===== src/rtl/alu_seq.sv =====
// alu_seq: registered ALU with start/busy/done handshake.
// Eight operations on two WIDTH-bit operands. Logic/arithmetic ops complete
// one edge after start; MUL is an iterative shift-add taking WIDTH edges.
// Ports:
//   clk    - rising-edge clock
//   reset  - synchronous, active-high reset
//   start  - capture Ain/Bin/ALUop on this edge when not busy
//   Ain    - operand A
//   Bin    - operand B
//   ALUop  - operation select
//   out    - registered result, holds the last completed result
//   Z, N   - zero / negative flags for out
//   V      - signed overflow flag (ADD/SUB only)
//   busy   - high while a multiply is in progress
//   done   - one-cycle pulse when a new out/Z/N/V first appears
module alu_seq #(
    parameter int unsigned WIDTH = 16
) (
    input  logic             clk,
    input  logic             reset,
    input  logic             start,
    input  logic [WIDTH-1:0] Ain,
    input  logic [WIDTH-1:0] Bin,
    input  logic [2:0]       ALUop,
    output logic [WIDTH-1:0] out,
    output logic             Z,
    output logic             N,
    output logic             V,
    output logic             busy,
    output logic             done
);

    localparam int unsigned CW  = $clog2(WIDTH + 1);
    localparam int unsigned MSB = WIDTH - 1;

    localparam logic [2:0] OP_ADD  = 3'b000;
    localparam logic [2:0] OP_SUB  = 3'b001;
    localparam logic [2:0] OP_AND  = 3'b010;
    localparam logic [2:0] OP_NOTB = 3'b011;
    localparam logic [2:0] OP_OR   = 3'b100;
    localparam logic [2:0] OP_XOR  = 3'b101;
    localparam logic [2:0] OP_MUL  = 3'b110;
    localparam logic [2:0] OP_SHR  = 3'b111;

    typedef enum logic {
        IDLE = 1'b0,
        MULT = 1'b1
    } state_t;

    state_t           state_q, state_d;
    logic [WIDTH-1:0] out_q, out_d;
    logic             z_q, z_d;
    logic             n_q, n_d;
    logic             v_q, v_d;
    logic             busy_q, busy_d;
    logic             done_q, done_d;
    logic [WIDTH-1:0] mcand_q, mcand_d;
    logic [WIDTH-1:0] mplier_q, mplier_d;
    logic [WIDTH-1:0] acc_q, acc_d;
    logic [CW-1:0]    cnt_q, cnt_d;

    logic [WIDTH-1:0] sum_c;
    logic [WIDTH-1:0] diff_c;
    logic [WIDTH-1:0] alu_res_c;
    logic             alu_v_c;
    logic [WIDTH-1:0] acc_step_c;

    assign sum_c  = Ain + Bin;
    assign diff_c = Ain - Bin;

    // Single-cycle result and overflow for the non-multiply operations.
    always_comb begin
        alu_res_c = '0;
        alu_v_c   = 1'b0;
        case (ALUop)
            OP_ADD: begin
                alu_res_c = sum_c;
                alu_v_c   = (Ain[MSB] == Bin[MSB]) && (sum_c[MSB] != Ain[MSB]);
            end
            OP_SUB: begin
                alu_res_c = diff_c;
                alu_v_c   = (Ain[MSB] != Bin[MSB]) && (diff_c[MSB] != Ain[MSB]);
            end
            OP_AND:  alu_res_c = Ain & Bin;
            OP_NOTB: alu_res_c = ~Bin;
            OP_OR:   alu_res_c = Ain | Bin;
            OP_XOR:  alu_res_c = Ain ^ Bin;
            OP_SHR:  alu_res_c = Bin >> 1;
            default: alu_res_c = '0;
        endcase
    end

    // One shift-add step: accumulate the shifted multiplicand when the
    // current multiplier bit is set.
    assign acc_step_c = mplier_q[0] ? (acc_q + mcand_q) : acc_q;

    // Next-state and output logic.
    always_comb begin
        state_d  = state_q;
        out_d    = out_q;
        z_d      = z_q;
        n_d      = n_q;
        v_d      = v_q;
        busy_d   = busy_q;
        done_d   = 1'b0;
        mcand_d  = mcand_q;
        mplier_d = mplier_q;
        acc_d    = acc_q;
        cnt_d    = cnt_q;

        case (state_q)
            IDLE: begin
                if (start) begin
                    if (ALUop == OP_MUL) begin
                        mcand_d  = Ain;
                        mplier_d = Bin;
                        acc_d    = '0;
                        cnt_d    = CW'(WIDTH);
                        busy_d   = 1'b1;
                        state_d  = MULT;
                    end else begin
                        out_d  = alu_res_c;
                        z_d    = (alu_res_c == '0);
                        n_d    = alu_res_c[MSB];
                        v_d    = alu_v_c;
                        done_d = 1'b1;
                    end
                end
            end
            MULT: begin
                // start is ignored here; the in-flight multiply owns the unit.
                acc_d    = acc_step_c;
                mcand_d  = mcand_q << 1;
                mplier_d = mplier_q >> 1;
                cnt_d    = cnt_q - CW'(1);
                if (cnt_q == CW'(1)) begin
                    out_d   = acc_step_c;
                    z_d     = (acc_step_c == '0);
                    n_d     = acc_step_c[MSB];
                    v_d     = 1'b0;
                    busy_d  = 1'b0;
                    done_d  = 1'b1;
                    state_d = IDLE;
                end
            end
            default: state_d = IDLE;
        endcase
    end

    // State and datapath registers; reset aborts any multiply in flight.
    always_ff @(posedge clk) begin
        if (reset) begin
            state_q  <= IDLE;
            out_q    <= '0;
            z_q      <= 1'b0;
            n_q      <= 1'b0;
            v_q      <= 1'b0;
            busy_q   <= 1'b0;
            done_q   <= 1'b0;
            mcand_q  <= '0;
            mplier_q <= '0;
            acc_q    <= '0;
            cnt_q    <= '0;
        end else begin
            state_q  <= state_d;
            out_q    <= out_d;
            z_q      <= z_d;
            n_q      <= n_d;
            v_q      <= v_d;
            busy_q   <= busy_d;
            done_q   <= done_d;
            mcand_q  <= mcand_d;
            mplier_q <= mplier_d;
            acc_q    <= acc_d;
            cnt_q    <= cnt_d;
        end
    end

    assign out  = out_q;
    assign Z    = z_q;
    assign N    = n_q;
    assign V    = v_q;
    assign busy = busy_q;
    assign done = done_q;

endmodule


===== config.mk =====
export PLATFORM = sky130hd
export DESIGN_NAME = alu_seq
export DESIGN_NICKNAME = d
export VERILOG_FILES = /design/src/rtl/alu_seq.sv
export SDC_FILE = /design/constraint.sdc
export NUM_CORES = 1
export LEC_CHECK = 0
export CAP_MARGIN = 20
export CORE_UTILIZATION = 45
export DETAILED_ROUTE_END_ITERATION = 8
export PLACE_DENSITY_LB_ADDON = 0.1
export SLEW_MARGIN = 40
export SYNTH_ARGS = -nofsm -noshare
export SYNTH_HDL_FRONTEND = slang
export SYNTH_SLANG_ARGS = --single-unit

===== constraint.sdc =====
create_clock -name clk -period 4.1 [get_ports clk]
set_input_delay 1.23 -clock clk [delete_from_list [all_inputs] [get_ports clk]]
set_output_delay 1.23 -clock clk [all_outputs]
set_load 0.02 [all_outputs]

# Yosys cells after proc, flatten, opt, wreduce, memory -nomap -nowiden
# Cells that the tools add are included.
totals:
  register_bits: 75
  output_inout_bits: 21
  elab_cells: 86
classes:
  addsub: 4
  eq_ne: 16
  muxes: 42
  n_bitwise: 5
  reduce_logical: 8
ops:
  columns: ["op", "n"]
  rows:
  - ["2-to-1 mux 16 bit", 10]
  - ["case mux 16 bit (2 select lines)", 4]
  - ["case mux 16 bit (7 select lines)", 1]
  - ["adder 16 bit", 2]
  - ["logical NOT 16 bit", 2]
  - ["2-to-1 mux 1 bit", 17]
  - ["AND 16 bit", 1]
  - ["inverter 16 bit", 1]
  - ["bitwise OR 16 bit", 1]
  - ["subtractor 16 bit", 1]
  - ["XOR 16 bit", 1]
  - ["case mux 1 bit (2 select lines)", 7]
  - ["equality test 3 bit (second input constant)", 4]
  - ["2-to-1 mux 5 bit", 2]
  - ["case mux 5 bit (2 select lines)", 1]
  - ["equality test 3 x 2 -> 1 bit (second input constant)", 2]
  - ["inequality test 2 bit (second input constant)", 3]
  - ["AND reduction 3 bit", 2]
  - ["equality test 5 x 1 -> 1 bit (second input constant)", 1]
  - ["subtractor 5 x 1 -> 5 bit (second input constant)", 1]
  - ["equality test 3 x 1 -> 1 bit (second input constant)", 1]
  - ["logical NOT 3 bit", 1]
  - ["inequality test 1 bit", 3]
  - ["logical AND 1 bit", 2]
  - ["other kinds (4)", 4]

# Logic depth before layout (Yosys ltp)
# Gate-level depths: netlist of the first run.
logic_depth:
  word_depth: 7
  depth_mapped: 14

# Least setup slack after synthesis of the first run
# OpenSTA, ideal clock, no wires.
synth_path:
  path_kind: "in2reg"
  from: "input port Ain[0]"
  to: "register z_q (netlist: Z)"
  setup_time_ns: 0.069
  arrival_ns: 3.589
  required_ns: 4.031
  slack_ns: 0.442
  path_stages: 14
  n_path_buf: 0
  cell_sequence: "inv_1 ha_1 inv_1 fa_1 nor2b_1 o21ai_1 a21oi_1 a211oi_2 mux2_2 nor4b_1 nand3_1 nor4_1 a21oi_1 o21ai_1"
synth_via:
  elab_chain_cells: 6
  word_cells_on_any_way: 10
  cone_classes: "add/sub (2); mux (4); bitwise (3); reduce/logical (1)"
synth_rtl:
  columns: ["element", "line_no", "rtl"]
  rows:
  - ["from (decl)", "22", "input logic [WIDTH-1:0] Ain,"]
  - ["subtractor 16 bit, or another cell as far along", "69", "assign diff_c = Ain - Bin;"]
  - ["case mux 16 bit (7 select lines) (*)", "75", "case (ALUop)"]
  - ["logical NOT 16 bit (*)", "123", "z_d = (alu_res_c == '0);"]
  - ["2-to-1 mux 1 bit (*)", "114", "if (ALUop == OP_MUL) begin"]
  - ["2-to-1 mux 1 bit (*)", "113", "if (start) begin"]
  - ["case mux 1 bit (2 select lines) (*)", "111", "case (state_q)"]
  - ["to (signal assigned)", "167", "z_q <= z_d;"]
  - ["to (decl)", "52", "logic z_q, z_d;"]
# Mark *: on every way between the ends. The rest lies on a longest branch, timed or not. The select of a mux whose other input is x is not followed.
# A chain may end at the register's enable or synchronous reset.

# Final worst setup path of the first run
layout_path:
  from: "input port Ain[6]"
  to: "register z_q (netlist: Z)"
# The elaborated chain is that of the path after synthesis.

==> results of run 1 <==
Yosys cell counts, types with 7 or more instances:
library cell,n
o21bai_1,7
nand2b_1,22
nor2b_1,10
dfxtp_1,74
xor2_1,7
xnor2_1,14
a21o_1,13
o22ai_1,7
ha_1,67
nand2_1,73
o21ai_0,45
nor3_1,25
nor4_1,7
clkbuf_1,32
a211oi_1,7
o211ai_1,11
buf_2,13
o21a_1,7
mux2i_1,14
a22oi_1,7
a221oi_1,24
nand3_1,10
a21oi_1,83
and3_1,11
inv_1,67
o221a_2,15
nor2_1,65
state kept, by name (all words and copies together), names as in the netlist:
signal,cells
state_q,1
done,1
busy,1
mcand_q,16
mplier_q,16
Z,1
cnt_q,5
acc_q,16
out,16
V,1
worst max path at each step:
stage                                end  slack (ps)  depth (start not counted)
after detailed placement  Z$_SDFFE_PP0P_        -530                         15
after floorplan           Z$_SDFFE_PP0P_         440                         14
final                     Z$_SDFFE_PP0P_          70                         14
after global routing      Z$_SDFFE_PP0P_         -30                         14
after CTS                 V$_SDFFE_PP0P_        -0.3                         13
after global placement    Z$_SDFFE_PP0P_        -480                         15
repair_timing:
item	4_1_cts	5_1_grt
cloned	0	0
setup buffers	0	8
endpoints found under the hold margin	0	0
pin swaps	3	22
resized for setup	7	63
endpoints found under the setup margin	4	7
through the flow:
step | power [uW] | utilization [%] | instance area [um^2]
after floorplan | 1250 | - | 6740
after global placement | 1630 | 58.6 | 8550
after detailed placement | 1640 | 58.6 | 8550
after CTS | 2550 | 61.2 | 8920
after global routing | 2730 | 63.7 | 9290
final | 2620 | 63.7 | 9290
cell families after synthesis:
| group | Yosys count | share of synthesized area, % |
|---|---|---|
| AOI/OAI and AO/OA | 307 | 32.5 |
| xor gates and xnor gates | 21 | 2.73 |
| adders and majority gates | 70 | 13.3 |
| buffers and inverters | 121 | 7.37 |
| DFF | 74 | 22.0 |
| muxes | 21 | 3.41 |
| and+or+nand+nor | 255 | 18.7 |
report_power, final:
group / total, uW / internal [uW] / switching (uW)
Combinational: 931 / 432 / 499
Sequential: 785 / 759 / 25.8
Clock: 904 / 594 / 310
critical path: stages:
cell and delay (ps):
clkdlybuf4s50_1 520, inv_1 60, ha_1 320, buf_6 150, nor3_1 240, buf_4 170, a21bo_1 240, a211o_1 310
a211oi_2 270, a211o_1 210, nand3_1 140, nor4_1 280, a21oi_1 70, o21ai_1 80
layer usage:
layer / global-route usage [%] / vias to the layer above
li1: - / 3569
met1: 43.6 / 3555
met2: 49.3 / 272
met3: 3.65 / 32
met4: 8.36 / 0
met5: 0 / -
cell type report:
class,instances,area [um^2]
timing repair buffer,225,1890
multi-input combinational,674,5090
clock buffer,9,225
sequential,74,1480
fill,1277,5300
tap,184,230
clock inverter,7,116
inverter,69,259
==> impl_metrics.csv, run 1 <==
group,metric,value,unit
power_and_ir_drop,p_leak,0.00402,uW
synthesis,synth_area,6740,um^2
die,core,14600,um^2
timing,setup_viol,0,
layout,final_common_cell,"buf_4",
die,die_h,124,um
synthesis,netlist.area_leader.share,22.0,%
global_route,grt.overflow.total,0,
job,drv_cap,0,
die,floorplan.rows,44,
synthesis,async_flop_share,0,%
place,numPlacedInstances,1218,
timing,period_share,98.4,%
timing,fin_tns_setup,0,ps
clock_network,cts_tree,"yes",
setup_path,worstSetupStartpointType,"input pin",
clock_network,path_clk_slew,60,ps
timing,tightest_slew,546,ps
power_and_ir_drop,power_density,282,nW/um^2
global_route,grt_max_degree,48,
global_route,grt_pass1_wl,38200,um
synthesis,synth_area_leaders,"dfxtp_1 (22%), ha_1 (12%), a21oi_1 (6.2%)",
synthesis,synth_cells,869,
setup_path,timing.rr.end,"Z$_SDFFE_PP0P_",
timing,finalWorstSetupSlack,66.3,ps
synthesis,synth_top_cell_by_area,"dfxtp_1",
place,pre_cts_ws,-534,ps
detailed_routing,wl_met1,11200,um
synthesis,synthFlopType,"dfxtp_1",
die,die_w,124,um
detailed_routing,drt-wirelength-per-cell,19.7,um
layout,layout_common_cells,"buf_4 (163), a21oi_1 (78), dfxtp_1 (74), nand2_1 (73), nor2_1 (64)",
place,gp_congestion,0.939,
setup_path,r2r_slack,910,ps
layout,drive_gt1_share,26.3,%
global_route,grt_usage,30.9,%
detailed_routing,drcViolationCount,0,
timing,slew-limit-headroom,63.3,%
setup_path,path_max_fanout,10,
clock_network,ctsHtreeMaxLevel,3,
setup_path,endpoint_kind,"register",
setup_path,worstPathRequired,4370,ps
power_and_ir_drop,vdd_drop_max,0.283,mV
global_route,grt_pass1_vias,7163,
timing,fmax,248,MHz
detailed_routing,wl_met3,1710,um
place,numPortBuffers,58,
synthesis,synth_cell_type_count,80,
clock_network,clockBufferDepth,2,
setup_path,ff2ff_path_depth,11,
clock_network,holdBufCountCts,0,
clock_network,root_buffer,"clkbuf_16",
layout,area_growth,37.8,%
timing,fin_hold_ws,452,ps
layout,final_cells,1242,
layout,diodes,0,
die,io_pins,59,
synthesis,synth_seq_cells,74,
die,start_util,46.2,%
timing,period_needed,4030,ps
detailed_routing,firstDrtPassIters,5,
detailed_routing,wirelength,24500,um
synthesis,synthesis.nets,977,
setup_path,rr_startpoint,"mcand_q[0]$_SDFFE_PP0P_",
timing,clock_skew,5.80,ps
timing,hold_violations,0,
timing,slew_viol_final,0,
worst_hold_path,min_from,"V$_SDFFE_PP0P_",
clock_network,cts_num_sinks,74,
detailed_routing,vias_per_cell,5.98,
synthesis,ys_seq_area_share,22.0,%
detailed_routing,drtIter0Drc,649,
global_route,antenna_found_initial,0,
worst_hold_path,worstHoldPathType,"register to register",
layout,layout.nets,1161,
place,hpwl,19000,um
setup_path,critical_path_class,"input pin to register",
synthesis,syn-mean-instance-area,7.76,um^2
worst_hold_path,hold_path_end,"V$_SDFFE_PP0P_",
die,die-area,15500,um^2
detailed_routing,wl_met2,11200,um
detailed_routing,top_layer,"met4",
detailed_routing,ant_nets,0,
setup_path,crit_start,"Ain[6]",
setup_path,cp.arrival,4300,ps
worst_hold_path,min_delay_path_depth,1,
outcome,status,"completed",
clock_network,cts_buffers,9,
clock_network,clock_latency,340,ps
detailed_routing,vias,7428,
synthesis,yosys_warnings,0,
synthesis,synth_edf_count,0,
Power figures use the tool's default switching activity.
==> run 2: changes to the inputs <==
--- a/config.mk
+++ b/config.mk
@@ -7,6 +7,7 @@
 export LEC_CHECK = 0
 export CAP_MARGIN = 20
 export CORE_UTILIZATION = 45
+export CTS_CLUSTER_SIZE = 16
 export DETAILED_ROUTE_END_ITERATION = 8
 export PLACE_DENSITY_LB_ADDON = 0.1
 export SLEW_MARGIN = 40
==> results of run 2 <==
Same layout as run 1: the final DEF is identical, and so are final timing and power.
==> run 3: changes to the inputs <==
--- a/config.mk
+++ b/config.mk
@@ -5,6 +5,7 @@
 export SDC_FILE = /design/constraint.sdc
 export NUM_CORES = 1
 export LEC_CHECK = 0
+export ABC_AREA = 1
 export CAP_MARGIN = 20
 export CORE_UTILIZATION = 45
 export CTS_CLUSTER_SIZE = 16
==> run 3 against run 2 <==
Power is 12% lower. Non-clock buffer count fell by 146. Final cell count grew 5.6%. Via count down 0.88%. Routed wire length is 8.7% lower. Largest power group is now the clock network. Utilization decreased by 10 points. Sequential power up 1%. Clock power down 3.8%.
==> impl_metrics.csv, run 3 <==
group,metric,value,unit
setup_path,crit_family,"simple AND/OR/NAND/NOR gates",
clock_network,cts_buffers,9,
global_route,grt_usage,28.8,%
power_and_ir_drop,clockPowerShare,37.5,%
setup_path,path_buf_inv,3,
timing,fmax,270,MHz
detailed_routing,vias_per_cell,5.62,
synthesis,synth_area_leaders,"dfxtp_1 (22%), nand2_1 (15%), ha_1 (12%)",
layout,drive_gt1_share,5.68,%
clock_network,cts_num_sinks,74,
detailed_routing,vias,7363,
synthesis,synthesis.nets,1187,
job,drv_cap,0,
die,die-area,15500,um^2
power_and_ir_drop,total_power,2320,uW
detailed_routing,drtIter0Drc,850,
clock_network,clock_latency,340,ps
synthesis,yosys-top-cells-count,"nand2_1 (274), inv_1 (137), nand3_1 (107)",
synthesis,synth_top_cell_by_area,"dfxtp_1",
layout,seqCellArea,1480,um^2
synthesis,syn-mean-instance-area,6.25,um^2
synthesis,synthFlopType,"dfxtp_1",
die,floorplan.rows,44,
synthesis,ys_seq_area_share,22.0,%
setup_path,path_max_fanout,9,
clock_network,path_clk_slew,60,ps
clock_network,cts_tree,"yes",
setup_path,critPathMaxStageDelay,510,ps
die,io_pins,59,
timing,grt_setup_unrepaired,"no",
synthesis,synth_cells,1079,
power_and_ir_drop,pwr-share-seq,34.3,%
global_route,grt.overflow.total,0,
clock_network,root_buffer,"clkbuf_16",
synthesis,synth_seq_cells,74,
setup_path,slowest_stage,"clkdlybuf4s50_1",
timing,slew-limit-headroom,46.8,%
power_and_ir_drop,power_density,297,nW/um^2
setup_path,cpMostUsedCell,"nor2_1",
synthesis,yosys_warnings,0,
layout,layout.nets,1230,
power_and_ir_drop,combPwrFrac,28.2,%
detailed_routing,drcViolationCount,0,
clock_network,post-cts-setup-buffers,0,
power_and_ir_drop,power_switching,773,uW
place,numPortBuffers,58,
setup_path,worstPathRequired,4370,ps
timing,slew_viol_final,0,
detailed_routing,ant_nets,0,
layout,num-fill-cells,1469,
global_route,antenna_found_initial,0,
setup_path,cp.arrival,3980,ps
power_and_ir_drop,swShare,33.3,%
global_route,grt_pass1_vias,6915,
setup_path,worstSetupStartpointType,"input pin",
layout,diodes,0,
setup_path,cp_cell_sequence,"clkdlybuf4s50_1 -> inv_1 -> ha_1 -> o21ai_0 -> inv_1 -> nand3_1 -> xor2_1 -> nor2_1 -> nor2_1 -> nand3_1 -> nor2_1 -> nand3_1 -> nor2_1 -> nor2_1 -> nor2_1",
die,die_h,124,um
synthesis,synth_most_common_cell,"nand2_1",
global_route,grt_pass1_wl,35900,um
die,start_util,46.3,%
worst_hold_path,worstHoldPathType,"register to register",
synthesis,synth_area,6750,um^2
detailed_routing,drt-wirelength-per-cell,17.1,um
synthesis,netlist.area_leader.share,22.0,%
timing,fin_hold_ws,480,ps
synthesis,synth_cell_type_count,44,
detailed_routing,wirelength,22400,um
timing,period_needed,3710,ps
power_and_ir_drop,p_leak,0.00373,uW
layout,multi_input_area,4490,um^2
setup_path,critical_path_class,"input pin to register",
clock_network,holdBufCountCts,0,
clock_network,cts_resized,0,
place,hpwl,17300,um
timing,period_share,90.4,%
die,die_w,124,um
timing,setup_viol,0,
place,gp_congestion,0.990,
place,pre_cts_ws,115,ps
timing,tightest_slew,797,ps
outcome,status,"completed",
power_and_ir_drop,vdd_drop_max,0.211,mV
layout,final_common_cell,"nand2_1",
timing,fin_tns_setup,0,ps
clock_network,ctsHtreeMaxLevel,3,
detailed_routing,firstDrtPassIters,6,
synthesis,synth_edf_count,0,
timing,hold_violations,0,
power_and_ir_drop,internal_power,1550,uW
timing,clock_skew,8.43,ps
die,core,14600,um^2
layout,final_core_util,53.6,%
setup_path,endpoint_kind,"register",
layout,layout_common_cells,"nand2_1 (274), inv_1 (137), nand3_1 (107), a21oi_1 (97), nor2_1 (88)",
synthesis,async_flop_share,0,%
global_route,grt_max_degree,49,
clock_network,clockBufferDepth,2,
timing,finalWorstSetupSlack,393,ps
layout,area_growth,15.8,%
run 3: cell count changes after synthesis, moves of 16 or more:
cell      before  now
inv_1         67  137
nor2_1        65   89
o221ai_1       2   28
nand4_1        3   19
a221oi_1      24    2
nand3_1       10  107
nand2_1       73  274
nor3_1        25    8
nand2b_1      22    0
run 3: metrics by stage:
step / instances / instance area, um^2
2_1_floorplan: 1079 / 6750
3_3_place_gp: 1295 / 7490
3_5_place_dp: 1295 / 7490
4_1_cts: 1311 / 7810
5_1_grt: 1311 / 7820
6_report: 1311 / 7820
run 3: area by class of cell:
cell class                 count  area share (%)
tap                          184            2.95
clock buffer                  10            3.06
clock inverter                 6            1.14
timing repair buffer          79            9.60
sequential                    74            19.0
inverter                     142            6.85
multi-input combinational    816            57.4
run 3: power by group through the flow:
stage | Sequential [uW] | Clock [uW] | Combinational, uW
3_3_place_gp | 810 | 0 | 638
4_1_cts | 795 | 879 | 643
3_5_place_dp | 810 | 0 | 639
2_1_floorplan | 815 | 0 | 401
5_1_grt | 801 | 917 | 719
6_report | 796 | 870 | 653
run 3: tightest hold or removal path: cells and delay by family (launching register included):
kind	cells	cell delay, ps
AOI/OAI and AO/OA	1	60
DFF	1	310
and+or+nand+nor	1	60
run 3: worst paths after layout:
| path | slack (ps) | to | cells after the start | startpoint |
|---|---|---|---|---|
| setup / recovery | 390 | Z$_SDFFE_PP0P_ | 15 | Ain[4] |
| hold / removal | 480 | V$_SDFFE_PP0P_ | 2 | V$_SDFFE_PP0P_ |
| setup reg to reg | 1600 | Z$_SDFFE_PP0P_ | 17 | mcand_q[0]$_SDFFE_PP0P_ |
| hold reg to reg | 480 | V$_SDFFE_PP0P_ | 2 | V$_SDFFE_PP0P_ |
run 3: cells by family (layout without fill, tap and decap cells):
kind of cell,after synthesis,after routing,synth area share [%]
DFF,74,74,22.0
AOI/OAI and AO/OA,222,222,19.6
adders and majority gates,70,70,13.3
buffers and inverters,189,237,11.6
and+or+nand+nor,520,520,33.0
xor gates and xnor gates,4,4,0.519
run 3: per-layer routing:
layer	part of all wire, %	vias to the layer above	wire length [um]	track usage, %
li1	-	3698	-	-
met2	44	314	9940	45.7
met3	7.3	43	1630	4.34
met5	0	-	0	0
met4	2.5	0	563	8.29
met1	46	3308	10300	40.2
